File: config.mk
export PLATFORM = sky130hd
export DESIGN_NAME = four_function_sweeper
export DESIGN_NICKNAME = d
export VERILOG_FILES = /design/src/rtl/four_function_pkg.sv /design/src/rtl/four_function_sweeper_timer.sv /design/src/rtl/four_function_sweeper.sv
export SDC_FILE = /design/constraint.sdc
export NUM_CORES = 1
export LEC_CHECK = 0
export BUFFER_PORTS_ARGS = -buffer_cell sky130_fd_sc_hd__buf_4
export CAP_MARGIN = 20
export CORE_UTILIZATION = 45
export DETAILED_ROUTE_END_ITERATION = 16
export GPL_ROUTABILITY_DRIVEN = 0
export PLACE_DENSITY = 0.67
export SLEW_MARGIN = 5
export SYNTH_ARGS = -nofsm -noshare
export SYNTH_HDL_FRONTEND = slang
export SYNTH_SLANG_ARGS = --single-unit
File: constraint.sdc
create_clock -name clk -period 2.5 [get_ports clk]
set_clock_uncertainty 0.2 [all_clocks]
set_input_delay 0.125 -clock clk [delete_from_list [all_inputs] [get_ports clk]]
set_output_delay 0.125 -clock clk [all_outputs]
set_load 0.1 [all_outputs]
File: src/rtl/four_function_pkg.sv
// Shared types and constants for the four-function lab-logic sweeper.
package four_function_pkg;

  typedef enum logic [1:0] {IDLE, DRIVE, SAMPLE, DONE} sweep_state_t;

  localparam int unsigned NUM_VECTORS = 8;
  localparam int unsigned VEC_W       = 3;
  localparam int unsigned OUT_W       = 4;
  localparam int unsigned TABLE_W     = 32;
  localparam logic [TABLE_W-1:0] FF_EXPECTED = 32'hF85C5148;
  localparam logic [VEC_W-1:0]   LAST_VEC    = VEC_W'(NUM_VECTORS - 1);

endpackage

File: src/rtl/four_function_sweeper_timer.sv
// Settle timer: 8-bit up counter with synchronous clear and a terminal count
// that fires on the last settle cycle of the current vector.
module sweep_settle_timer #(
  parameter int unsigned SETTLE_CYCLES = 2
) (
  input  logic clk_i,
  input  logic rst_i,
  input  logic clr_i,
  input  logic en_i,
  output logic tc_o
);

  logic [7:0] count_q;
  logic [7:0] count_d;

  always_comb begin
    count_d = count_q;
    if (clr_i) begin
      count_d = '0;
    end else if (en_i) begin
      count_d = count_q + 8'd1;
    end
  end

  always_ff @(posedge clk_i or posedge rst_i) begin
    if (rst_i) begin
      count_q <= '0;
    end else begin
      count_q <= count_d;
    end
  end

  assign tc_o = (count_q == 8'(SETTLE_CYCLES - 1));

endmodule

File: src/rtl/four_function_sweeper.sv
// Drives all 8 {A,B,C} vectors, captures {O4..O1} per vector and compares the
// truth table with EXPECTED. Define SWEEP_ERRCNT_EN to add the err_count output.
module four_function_sweeper
  import four_function_pkg::*;
#(
  parameter int unsigned        SETTLE_CYCLES = 2,
  parameter logic [TABLE_W-1:0] EXPECTED      = FF_EXPECTED
) (
  input  logic               clk,
  input  logic               reset,
  input  logic               start,
  output logic [VEC_W-1:0]   abc_out,
  input  logic [OUT_W-1:0]   o_in,
  output logic               busy,
  output logic               done,
  output logic               pass,
  output logic [VEC_W-1:0]   fail_vec,
  output logic [TABLE_W-1:0] table_out
`ifdef SWEEP_ERRCNT_EN
 ,output logic [3:0]         err_count
`endif
);

  sweep_state_t      state_q;
  logic [VEC_W-1:0]  vec_q;
  logic              fail_q;
  logic              settle_tc;
  logic              timer_clr;
  logic              timer_en;
  logic              mismatch_d;
  logic [OUT_W-1:0]  exp_nib;

  always_comb begin
    exp_nib    = EXPECTED[{vec_q, 2'b00} +: OUT_W];
    mismatch_d = (o_in != exp_nib);
    timer_clr  = ((state_q == IDLE) && start) || (state_q == SAMPLE);
    timer_en   = (state_q == DRIVE);
  end

  sweep_settle_timer #(
    .SETTLE_CYCLES(SETTLE_CYCLES)
  ) u_timer (
    .clk_i (clk),
    .rst_i (reset),
    .clr_i (timer_clr),
    .en_i  (timer_en),
    .tc_o  (settle_tc)
  );

  always_ff @(posedge clk or posedge reset) begin
    if (reset) begin
      state_q   <= IDLE;
      vec_q     <= '0;
      fail_q    <= 1'b0;
      abc_out   <= '0;
      busy      <= 1'b0;
      done      <= 1'b0;
      pass      <= 1'b0;
      fail_vec  <= '0;
      table_out <= '0;
`ifdef SWEEP_ERRCNT_EN
      err_count <= '0;
`endif
    end else begin
      done <= 1'b0;
      case (state_q)
        IDLE: begin
          if (start) begin
            state_q   <= DRIVE;
            vec_q     <= '0;
            abc_out   <= '0;
            busy      <= 1'b1;
            fail_q    <= 1'b0;
            pass      <= 1'b0;
            fail_vec  <= '0;
            table_out <= '0;
`ifdef SWEEP_ERRCNT_EN
            err_count <= '0;
`endif
          end
        end
        DRIVE: begin
          if (settle_tc) begin
            state_q <= SAMPLE;
          end
        end
        SAMPLE: begin
          table_out[{vec_q, 2'b00} +: OUT_W] <= o_in;
          if (mismatch_d && !fail_q) begin
            fail_vec <= vec_q;
            fail_q   <= 1'b1;
          end
`ifdef SWEEP_ERRCNT_EN
          if (mismatch_d) begin
            err_count <= err_count + 4'd1;
          end
`endif
          // pass must already be valid in the done cycle, so fold in this sample
          if (vec_q == LAST_VEC) begin
            state_q <= DONE;
            done    <= 1'b1;
            pass    <= !(fail_q || mismatch_d);
          end else begin
            state_q <= DRIVE;
            vec_q   <= vec_q + 1'b1;
            abc_out <= vec_q + 1'b1;
          end
        end
        DONE: begin
          busy    <= 1'b0;
          state_q <= IDLE;
        end
      endcase
    end
  end

endmodule

==> flow_summary_export.csv <==
group,metric,value,unit
routing,first_pass_iters,4,
worst_setup_path,r2r_start,"vec_q[1]$_DFFE_PP0P_",
power_and_ir_drop,ir_drop,0.000572,V
status,outcome,"finished, final reports clean",
floorplan,die_area,0.00576,mm²
logic_synthesis,synthArstFlopShare,100,%
placement,io_buffers,47,
floorplan,start_util,47.5,%
worst_setup_path,cp_max_fo,12,
logic_synthesis,yosys_register_bits,52,
routing,wl_per_cell,15.2,µm
global_route,grt_pass1_vias,1675,
cts,clock_latency,0.31,ns
cts,path_clk_slew,0.10,ns
worst_setup_path,critical-path-top-delay-family,"compound AO/OA/AOI/OAI gates",
logic_synthesis,synth_edf_count,0,
routing,vias,1896,
worst_setup_path,crit_start,"vec_q[1]$_DFFE_PP0P_",
sta,finalSetupViolations,0,
finish,antenna_cells,0,
sta,slew_violations,0,
power_and_ir_drop,seq_power_share,37.9,%
logic_synthesis,synth_seq_area_share,53.0,%
cts,clock-root-buffer,"clkbuf_8",
cts,cts_made_buffers,5,
routing,ant_nets,0,
logic_synthesis,synth_fp_nets,242,
cts,cts_resized,0,
worst_setup_path,crit_required,2.50,ns
sta,fin_crit,2.30,ns
placement,hpwl,3.80,mm
finish,utilization,59.2,%
power_and_ir_drop,p_clk_share,21.5,%
worst_setup_path,r2r_cells,7,
power_and_ir_drop,p_switching,1240,µW
floorplan,num_rows,26,
logic_synthesis,synth_cell_types,48,
worst_setup_path,critical_path_buf_inv_count,1,
worst_setup_path,timing.critical_path.cells,"inv_2, ha_1, ha_1, a31oi_1, and2_1, o21ai_0, a22o_1",
power_and_ir_drop,switching_share,43.7,%
routing,drt-initial-drc-count,95,
logic_synthesis,ys.flop_type,"dfrtp_1",
logic_synthesis,yosys-top-cells-area,"dfrtp_1, a22o_1, ha_1",
sta,post-route-period-util,91.9,%
min_path,hold_class,"input pin to async pin",
sta,finalHoldViolations,0,
job,maxCapViolCount,0,
cts,clock_sinks,52,
global_route,antenna_found_initial,0,
global_route,grt_use_total,20.0,%
power_and_ir_drop,internal_power,1600,µW
routing,drc,0,
global_route,grt_pass1_wl,8.44,mm
worst_setup_path,slowest_delay,0.50,ns
logic_synthesis,synth_top_area_share,53.0,%
worst_setup_path,criticalPathCategory,"flop to flop",
logic_synthesis,syn_avg_cell_area,10.9,µm²
finish,area_growth,24.7,%
logic_synthesis,netlist_area,0.00246,mm²
sta,grt_setup_unrepaired,"false",
power_and_ir_drop,power_density,928,mW/mm²
power_and_ir_drop,p_comb_share,40.6,%
floorplan,coreArea,0.00517,mm²
finish,fin_nets,298,
cts,htree_levels,2,
worst_setup_path,ff2ff_setup_slack,0.20,ns
global_route,grt_overflow,0,
worst_setup_path,cpMostUsedCell,"ha_1",
routing,totalWireLength,5.34,mm
sta,relSlewSlack,58.7,%
sta,fmax,435,MHz
finish,drive_above_1_share,27.0,%
floorplan,fp.dieH,75.9,µm
global_route,grt_max_degree,30,
power_and_ir_drop,leakage,0.00151,µW
worst_setup_path,r2r_end,"table_out[30]$_DFFE_PP0P_",
cts,cts_buffer_depth,2,
worst_setup_path,cp.arrival,2.30,ns
sta,tightest_slew,0.618,ns
logic_synthesis,synth_top_area_cell,"dfrtp_1",
worst_setup_path,endpoint_kind,"flop",
worst_setup_path,critPathSlowestCell,"dfrtp_2",
routing,via_per_inst,5.39,
cts,cts_tree,"done",
floorplan,pin_count,48,
floorplan,chipWidth,75.9,µm
logic_synthesis,synth_cells,225,
worst_setup_path,critPathLaunchType,"flop",
sta,setup-tns-final,0,ns
logic_synthesis,ys_warn_count,0,
[cell usage after synthesis, drive strengths merged (2+ instances only)]
library cell   n
nor2          19
clkbuf         3
a32o           3
a21o           2
buf            5
nand2         20
ha            10
dfrtp         52
nand2b         4
o2bb2ai        2
a22o          31
o21ai         13
xnor2          3
nor2b          2
or2            2
inv           11
nand3         14
a21oi          5
and2           2
o31ai          3
[cells in the final DEF (no fill, tap or decap), types with 4 or more instances in the layout]
cell	n
o21ai_0	12
dfrtp_1	49
inv_1	8
nand3_1	14
buf_4	51
a21oi_1	4
nand2_1	20
dlygate4sd3_1	6
nor2_1	16
ha_1	10
clkbuf_8	6
a22o_1	31
[power groups by stage]
stage	logic (µW)	clock network (µW)	registers, µW
2_1_floorplan	544	0	1440
4_1_cts	1160	627	1080
3_5_place_dp	1140	0	1090
3_3_place_gp	1140	0	1090
5_1_grt	1250	651	1090
6_report	1150	611	1080
[kinds of logic (layout without fill, tap and decap cells)]
group | after synthesis | count (layout) | synth area share (%)
AO/OA/AOI/OAI | 64 | 64 | 20.1
XOR/XNOR | 4 | 4 | 1.43
adder cells (fa/ha/maj) | 10 | 10 | 5.09
buffers and inverters | 19 | 76 | 3.72
flip-flops | 52 | 52 | 53.0
multiplexers | 2 | 2 | 0.866
AND/OR/NAND/NOR | 74 | 74 | 15.8
[sequential cells by signal, summed over array words and instances (netlist names)]
signal           cells
busy                 1
done                 1
fail_q               1
fail_vec             3
pass                 1
state_q              2
table_out           32
u_timer.count_q      8
vec_q                3
[through the flow]
stage          cell area [µm²]  std cells  setup slack (ns)  power [µW]  hold WS, ns
2_1_floorplan             2460        225            0.0591        1980       0.0910
3_5_place_dp              2880        338             0.245        2240       0.0492
4_1_cts                   3060        352             0.229        2860        0.277
3_3_place_gp              2880        338             0.247        2230       0.0333
6_report                  3060        352             0.203        2840        0.258
5_1_grt                   3060        352            0.0547        2990        0.302
[layout make-up]
type / count / area, µm²
Fill cell: 430 / 2110
Sequential cell: 52 / 1310
Multi-Input combinational cell: 154 / 1060
Timing Repair Buffer: 57 / 443
Tap cell: 70 / 87.6
Clock buffer: 6 / 82.6
Inverter: 11 / 41.3
Clock inverter: 2 / 38.8
[worst max path at each step]
stage                                     end  slack, ns  cells past startpoint
floorplan           table_out[28]$_DFFE_PP0P_       0.06                      7
finish              table_out[30]$_DFFE_PP0P_       0.20                      7
global placement      fail_vec[1]$_DFFE_PP0P_       0.25                      6
global route        table_out[19]$_DFFE_PP0P_       0.05                      8
CTS                   fail_vec[2]$_DFFE_PP0P_       0.23                      6
detailed placement  table_out[30]$_DFFE_PP0P_       0.25                      7
[worst min-delay path, stage by stage]
cell           delay [ns]
dlygate4sd3_1        0.54
buf_4                0.14
inv_2                0.45
[per-layer routing]
| layer | global-route usage (%) | wire length [µm] | part of all wire, % | up-vias |
|---|---|---|---|---|
| li1 | - | - | - | 925 |
| met1 | 29.7 | 2700 | 51 | 918 |
| met2 | 29.3 | 2380 | 45 | 46 |
| met3 | 3.70 | 194 | 3.6 | 7 |
| met4 | 6.79 | 70 | 1.3 | 0 |
| met5 | 0 | 0 | 0 | - |
[timing repair]
action | in CTS | in global routing
hold buffers | 6 | 0
setup buffers | 0 | 0
hold endpoints to repair | 60 | 0
No activity file was read; power rests on OpenSTA's default activity.
